## config.mk

```make
export PLATFORM = sky130hd
export DESIGN_NAME = traffic_phase_ctrl_flat
export DESIGN_NICKNAME = d
export VERILOG_FILES = /design/src/rtl/traffic_phase_ctrl_if.sv /design/src/rtl/traffic_phase_ctrl.sv /design/src/flat_wrapper.sv
export SDC_FILE = /design/constraint.sdc
export NUM_CORES = 1
export LEC_CHECK = 0
export CAP_MARGIN = 20
export CORE_UTILIZATION = 55
export CTS_CLUSTER_DIAMETER = 200
export DETAILED_ROUTE_END_ITERATION = 7
export HOLD_SLACK_MARGIN = 0.06
export PLACE_DENSITY = 0.87
export SLEW_MARGIN = 20
export SYNTH_ARGS = -nofsm -noshare
export SYNTH_HDL_FRONTEND = slang
export SYNTH_SLANG_ARGS = --single-unit
```

## constraint.sdc

```tcl
create_clock -name clk -period 6.03 [get_ports clk]
set_clock_uncertainty 0.1 [all_clocks]
set_input_delay 1.206 -clock clk [delete_from_list [all_inputs] [get_ports clk]]
set_output_delay 1.206 -clock clk [all_outputs]
set_load 0.1 [all_outputs]
```

## src/rtl/traffic_phase_ctrl_if.sv

```systemverilog
// Sensor/light bundle for traffic_phase_ctrl.
// pedCountdown exists only when TRAFFIC_PED_COUNTDOWN_EN is defined.
interface traffic_phase_ctrl_if;
    logic       pedButton;
    logic [2:0] mainTrafficIn;
    logic [2:0] sideTrafficIn;
    logic       MG, MY, MR;
    logic       SG, SY, SR;
    logic       pedLight;
    logic [2:0] phase;
`ifdef TRAFFIC_PED_COUNTDOWN_EN
    logic [5:0] pedCountdown;
`endif

    // Environment side: drives sensors, observes lights
    modport master (
        output pedButton, mainTrafficIn, sideTrafficIn,
        input  MG, MY, MR, SG, SY, SR, pedLight, phase
`ifdef TRAFFIC_PED_COUNTDOWN_EN
        , pedCountdown
`endif
    );

    // Controller side
    modport slave (
        input  pedButton, mainTrafficIn, sideTrafficIn,
        output MG, MY, MR, SG, SY, SR, pedLight, phase
`ifdef TRAFFIC_PED_COUNTDOWN_EN
        , pedCountdown
`endif
    );
endinterface

```

## src/rtl/traffic_phase_ctrl.sv

```systemverilog
// Main/side intersection phase sequencer with latched pedestrian walk phase.
// Optional walk countdown output enabled by TRAFFIC_PED_COUNTDOWN_EN.
module traffic_phase_ctrl #(
    parameter int unsigned MAIN_MIN      = 20,
    parameter int unsigned SIDE_MIN      = 8,
    parameter int unsigned SIDE_MAX      = 30,
    parameter int unsigned YELLOW_TIME   = 4,
    parameter int unsigned ALLRED_TIME   = 2,
    parameter int unsigned WALK_TIME     = 12,
    parameter int unsigned DEMAND_THRESH = 1
) (
    input  logic                 clk,
    input  logic                 reset,
    traffic_phase_ctrl_if.slave  bus
);

    localparam int unsigned EW = 6;
    localparam int unsigned SW = 3;
    localparam int unsigned LW = 7;

    localparam logic [EW-1:0] EL_SAT      = '1;
    localparam logic [EW-1:0] MAIN_MIN_M1 = EW'(MAIN_MIN - 1);
    localparam logic [EW-1:0] SIDE_MIN_M1 = EW'(SIDE_MIN - 1);
    localparam logic [EW-1:0] SIDE_MAX_M1 = EW'(SIDE_MAX - 1);
    localparam logic [EW-1:0] YEL_M1      = EW'(YELLOW_TIME - 1);
    localparam logic [EW-1:0] ARED_M1     = EW'(ALLRED_TIME - 1);
    localparam logic [EW-1:0] WALK_M1     = EW'(WALK_TIME - 1);
    localparam logic [2:0]    THRESH      = 3'(DEMAND_THRESH);

    typedef enum logic [SW-1:0] {
        MAIN_GREEN  = 3'd0,
        MAIN_YELLOW = 3'd1,
        ALLRED_M    = 3'd2,
        SIDE_GREEN  = 3'd3,
        SIDE_YELLOW = 3'd4,
        ALLRED_S    = 3'd5,
        PED_WALK    = 3'd6
    } state_t;

    // Plain vector so the unused encoding 7 is representable and recoverable
    logic [SW-1:0] state_q;
    state_t        state_d;
    logic [EW-1:0] elapsed_q, elapsed_d;
    logic          ped_pending_q, ped_pending_d;
    logic          return_side_q, return_side_d;
    logic [LW-1:0] lights_q, lights_d;

    logic side_demand, main_demand, main_wins;

    assign side_demand = bus.sideTrafficIn >= THRESH;
    assign main_demand = bus.mainTrafficIn >= THRESH;
    assign main_wins   = main_demand && (bus.sideTrafficIn < bus.mainTrafficIn);

    // Light pattern {MG,MY,MR,SG,SY,SR,pedLight} for a state
    function automatic logic [LW-1:0] lights_of(input state_t s);
        logic [LW-1:0] l;
        case (s)
            MAIN_GREEN:  l = 7'b100_001_0;
            MAIN_YELLOW: l = 7'b010_001_0;
            ALLRED_M:    l = 7'b001_001_0;
            SIDE_GREEN:  l = 7'b001_100_0;
            SIDE_YELLOW: l = 7'b001_010_0;
            ALLRED_S:    l = 7'b001_001_0;
            PED_WALK:    l = 7'b001_001_1;
            default:     l = 7'b001_001_0;
        endcase
        return l;
    endfunction

    // Next-state, phase timer and request latch
    always_comb begin
        state_d       = ALLRED_S;
        return_side_d = return_side_q;
        case (state_q)
            MAIN_GREEN: begin
                state_d = MAIN_GREEN;
                if (elapsed_q >= MAIN_MIN_M1 && (side_demand || ped_pending_q))
                    state_d = MAIN_YELLOW;
            end
            MAIN_YELLOW: begin
                state_d = (elapsed_q == YEL_M1) ? ALLRED_M : MAIN_YELLOW;
            end
            ALLRED_M: begin
                state_d = ALLRED_M;
                if (elapsed_q == ARED_M1) begin
                    if (ped_pending_q) begin
                        state_d       = PED_WALK;
                        return_side_d = 1'b1;
                    end else if (side_demand) begin
                        state_d = SIDE_GREEN;
                    end else begin
                        state_d = MAIN_GREEN;
                    end
                end
            end
            SIDE_GREEN: begin
                state_d = SIDE_GREEN;
                if (elapsed_q == SIDE_MAX_M1 ||
                    (elapsed_q >= SIDE_MIN_M1 && (!side_demand || ped_pending_q || main_wins)))
                    state_d = SIDE_YELLOW;
            end
            SIDE_YELLOW: begin
                state_d = (elapsed_q == YEL_M1) ? ALLRED_S : SIDE_YELLOW;
            end
            ALLRED_S: begin
                state_d = ALLRED_S;
                if (elapsed_q == ARED_M1) begin
                    if (ped_pending_q) begin
                        state_d       = PED_WALK;
                        return_side_d = 1'b0;
                    end else begin
                        state_d = MAIN_GREEN;
                    end
                end
            end
            PED_WALK: begin
                state_d = PED_WALK;
                if (elapsed_q == WALK_M1)
                    state_d = (return_side_q && side_demand) ? SIDE_GREEN : MAIN_GREEN;
            end
            default: state_d = ALLRED_S;
        endcase

        if (state_q != SW'(state_d))
            elapsed_d = '0;
        else if (elapsed_q == EL_SAT)
            elapsed_d = elapsed_q;
        else
            elapsed_d = elapsed_q + EW'(1);

        // Entering the walk clears the latch even if the button is held
        ped_pending_d = ped_pending_q;
        if (state_d == PED_WALK && state_q != SW'(PED_WALK))
            ped_pending_d = 1'b0;
        else if (bus.pedButton && state_q != SW'(PED_WALK))
            ped_pending_d = 1'b1;

        lights_d = lights_of(state_d);
    end

    always_ff @(posedge clk) begin
        if (reset) begin
            state_q       <= SW'(MAIN_GREEN);
            elapsed_q     <= '0;
            ped_pending_q <= 1'b0;
            return_side_q <= 1'b0;
            lights_q      <= lights_of(MAIN_GREEN);
        end else begin
            state_q       <= SW'(state_d);
            elapsed_q     <= elapsed_d;
            ped_pending_q <= ped_pending_d;
            return_side_q <= return_side_d;
            lights_q      <= lights_d;
        end
    end

    assign {bus.MG, bus.MY, bus.MR, bus.SG, bus.SY, bus.SR, bus.pedLight} = lights_q;
    assign bus.phase = state_q;

`ifdef TRAFFIC_PED_COUNTDOWN_EN
    logic [EW-1:0] cd_q, cd_d;

    always_comb begin
        cd_d = '0;
        if (state_d == PED_WALK)
            cd_d = WALK_M1 - elapsed_d;
    end

    always_ff @(posedge clk) begin
        if (reset) cd_q <= '0;
        else       cd_q <= cd_d;
    end

    assign bus.pedCountdown = cd_q;
`endif

endmodule

```

## src/flat_wrapper.sv

```systemverilog
// flat-port wrapper written by rule: the top's interface ports become plain ports
module traffic_phase_ctrl_flat 
#(
    parameter int unsigned MAIN_MIN      = 20,
    parameter int unsigned SIDE_MIN      = 8,
    parameter int unsigned SIDE_MAX      = 30,
    parameter int unsigned YELLOW_TIME   = 4,
    parameter int unsigned ALLRED_TIME   = 2,
    parameter int unsigned WALK_TIME     = 12,
    parameter int unsigned DEMAND_THRESH = 1
)
  (clk, reset, bus_pedButton, bus_mainTrafficIn, bus_sideTrafficIn, bus_MG, bus_MY, bus_MR, bus_SG, bus_SY, bus_SR, bus_pedLight, bus_phase);
  traffic_phase_ctrl_if bus_i ();
  input  logic clk;
  input  logic reset;
  input wire logic [$bits(bus_i.pedButton)-1:0] bus_pedButton;
  input wire logic [$bits(bus_i.mainTrafficIn)-1:0] bus_mainTrafficIn;
  input wire logic [$bits(bus_i.sideTrafficIn)-1:0] bus_sideTrafficIn;
  output wire logic [$bits(bus_i.MG)-1:0] bus_MG;
  output wire logic [$bits(bus_i.MY)-1:0] bus_MY;
  output wire logic [$bits(bus_i.MR)-1:0] bus_MR;
  output wire logic [$bits(bus_i.SG)-1:0] bus_SG;
  output wire logic [$bits(bus_i.SY)-1:0] bus_SY;
  output wire logic [$bits(bus_i.SR)-1:0] bus_SR;
  output wire logic [$bits(bus_i.pedLight)-1:0] bus_pedLight;
  output wire logic [$bits(bus_i.phase)-1:0] bus_phase;
  assign bus_i.pedButton = bus_pedButton;
  assign bus_i.mainTrafficIn = bus_mainTrafficIn;
  assign bus_i.sideTrafficIn = bus_sideTrafficIn;
  assign bus_MG = bus_i.MG;
  assign bus_MY = bus_i.MY;
  assign bus_MR = bus_i.MR;
  assign bus_SG = bus_i.SG;
  assign bus_SY = bus_i.SY;
  assign bus_SR = bus_i.SR;
  assign bus_pedLight = bus_i.pedLight;
  assign bus_phase = bus_i.phase;
  traffic_phase_ctrl #(.MAIN_MIN(MAIN_MIN), .SIDE_MIN(SIDE_MIN), .SIDE_MAX(SIDE_MAX), .YELLOW_TIME(YELLOW_TIME), .ALLRED_TIME(ALLRED_TIME), .WALK_TIME(WALK_TIME), .DEMAND_THRESH(DEMAND_THRESH)) u_core (.clk(clk), .reset(reset), .bus(bus_i));
endmodule
```

==> reports/metrics.cfg <==
[cts]
numCtsBuffers=3
cts_resized=0
path_clk_slew_ns=0.10
htreeDepth=1
cts_max_path_buffers=2
clock_sinks=18
post-cts-setup-buffers=0
cts-root-buf=clkbuf_4
clock_latency_ns=0.31
tritoncts=yes
holdBufCountCts=0

[routing]
avgRoutedWirePerCell_um=14.4
vias=1079
first_pass_iters=4
vias_per_cell=6.03
drtIter0Drc=57
drc=0
routed_wl_um=2570
ant_nets=0

[power_and_ir_drop]
combPwrFrac_pct=12.5
clockPowerShare_pct=33.4
power.total_w=0.000233
swShare_pct=25.7
peakVddDrop_mv=0.172
power.density_mw_per_mm2=172
seqPwrFrac_pct=54.1
switchingPower_w=0.0000599
power.internal_w=0.000173
p_leak_nw=0.504

[timing]
worstMarginPinSlew_ns=0.974
fmax_mhz=286
setup_viol=0
finalMaxSlewViolations=0
tns_ns=0
period_share_pct=57.9
slew_headroom_pct=34.9
rsz0062_at_grt=no
hold_violations=0
finalWorstPathRequiredPeriod_ns=3.49

[synth]
syn-num-nets=150
ys_warn_count=0
syn_avg_cell_area_um2=8.48
synth_top_area_cell=dfxtp_1
async_flop_share_pct=0
synth_edf_count=0
synthMostInstantiatedCell=dfxtp_1
netlist_area_mm2=0.00116
ys_seq_area_share_pct=31.0
synth_seq_cells=18
synthCells=137
yosysTopAreaCellShare_pct=31.0
synth_common_cells=18 x dfxtp_1, 15 x nor2_1, 11 x nand2_1
ys.flop_type=dfxtp_1
synth_area_leaders=dfxtp_1 31%, nor2_1 4.8%, a211oi_2 4.3%, ha_1 4.3%, buf_6 3.9%
synth.distinct_cells=48

[placement]
hpwl_um=1930
portBuffers=18
gp_congestion=0.892

[global_routing]
track_usage_pct=23.6
overflow=0
antenna_found_initial=0
grt_start_max_net_pins=17
grt_first_pass_wirelength_um=3710
grt_pass1_vias=882

[die]
die-width_um=48.0
io_pins=19
floorplan.initialDensity_pct=58.6
die-area_mm2=0.00230
core_area_mm2=0.00198
row_count=16
die_y_um=48.0

[hold_path]
hp-class=reg2reg
worstHoldStart=u_core.elapsed_q[1]

[setup_path]
crit_type=reg2out
cp-start-kind=flop
path_cells=clkdlybuf4s50_1
arrival_ns=2.18
cp_num_buf_inv=1
endpoint_kind=output port
max_stage_delay_ns=1.23
cp_slowest_cell=clkdlybuf4s50_1
critPathTopFamily=buffers and inverters
required_ns=4.72
crit_start=u_core.bus.phase[2]
timing.rr.start=u_core.elapsed_q[0]
cp_max_fo=16

[layout]
layout.nets=166
syn_to_final_growth_pct=16.3
drive_above_1_share_pct=13.8
antenna_cells=0

[run_status]
outcome=finished clean

[run]
drv_cap=0

path summary, 6_finish.rpt:
kind                    endpoint  slack (ns)  cells past startpoint
max reg2reg  u_core.elapsed_q[1]        3.80                      8
min          u_core.elapsed_q[1]        0.46                      2
max                 bus_phase[2]        2.54                      1
min reg2reg  u_core.elapsed_q[1]        0.46                      2
placed cells by master (no fill, tap or decap), drive strengths merged, types with 2 or more instances in the layout:
cell type      Yosys  final
a211oi             5      5
a21oi              8      8
a31oi              3      3
and2               2      2
and3               4      4
and4b              2      2
clkbuf             1      4
clkdlybuf4s50      0     18
dfxtp             18     18
ha                 4      4
inv                9      9
nand2             11     11
nand3              5      5
nor2              18     18
nor3               9      9
nor3b              2      2
nor4               3      3
o211ai             2      2
o21ai              5      5
o311ai             2      2
logic make-up after synthesis:
family | synth area share (%)
and+or+nand+nor | 31.1
muxes | 0.861
buffers and inverters | 8.18
adders and majority gates | 4.31
xor gates and xnor gates | 1.51
AOI/OAI and AO/OA | 23.0
DFF | 31.0
worst register-to-register path, delay by kind of cell (launching register included):
kind	cells	cell delay, ns
and+or+nand+nor	3	0.63
AOI/OAI and AO/OA	4	0.71
adders and majority gates	1	0.27
DFF	1	0.41
stage by stage:
stage	setup slack (ns)	area [µm²]	hold WS (ns)	utilization, %	cells
2_1_floorplan	3.29	1160	0.389	-	137
3_3_place_gp	2.69	1320	0.416	66.4	175
3_5_place_dp	2.62	1320	0.438	66.4	175
4_1_cts	2.56	1350	0.462	68.2	179
5_1_grt	2.49	1350	0.490	68.2	179
6_report	2.54	1350	0.460	68.2	179
power by group through the flow:
| stage | logic [W] | registers (W) | clock network [W] |
|---|---|---|---|
| floorplan | 0.0000209 | 0.000127 | 0 |
| global placement | 0.0000272 | 0.000129 | 0 |
| detailed placement | 0.0000288 | 0.000129 | 0 |
| CTS | 0.0000290 | 0.000126 | 0.0000772 |
| global route | 0.0000322 | 0.000127 | 0.0000826 |
| finish | 0.0000290 | 0.000126 | 0.0000779 |
flip-flops by register name (all words and copies together), names as in the netlist:
| register | cells |
|---|---|
| u_core.return_side_q | 1 |
| u_core.bus.phase | 3 |
| u_core.elapsed_q | 6 |
| u_core.lights_q | 7 |
| u_core.ped_pending_q | 1 |
routing by layer:
metal	part of all wire [%]	global-route usage, %	up-vias
li1	-	-	532
met1	44	30.7	490
met3	6.8	4.53	11
met4	3.2	15.0	0
met5	0	0	-
met2	46	35.4	46
area by class of cell:
class                           count  area (µm²)
Timing Repair Buffer               18         180
Fill cell                         160         631
Clock buffer                        4        36.3
Multi-Input combinational cell    103         707
Inverter                            9        33.8
Sequential cell                    18         360
Tap cell                           27        33.8
No activity file was read; power rests on OpenSTA's default activity.
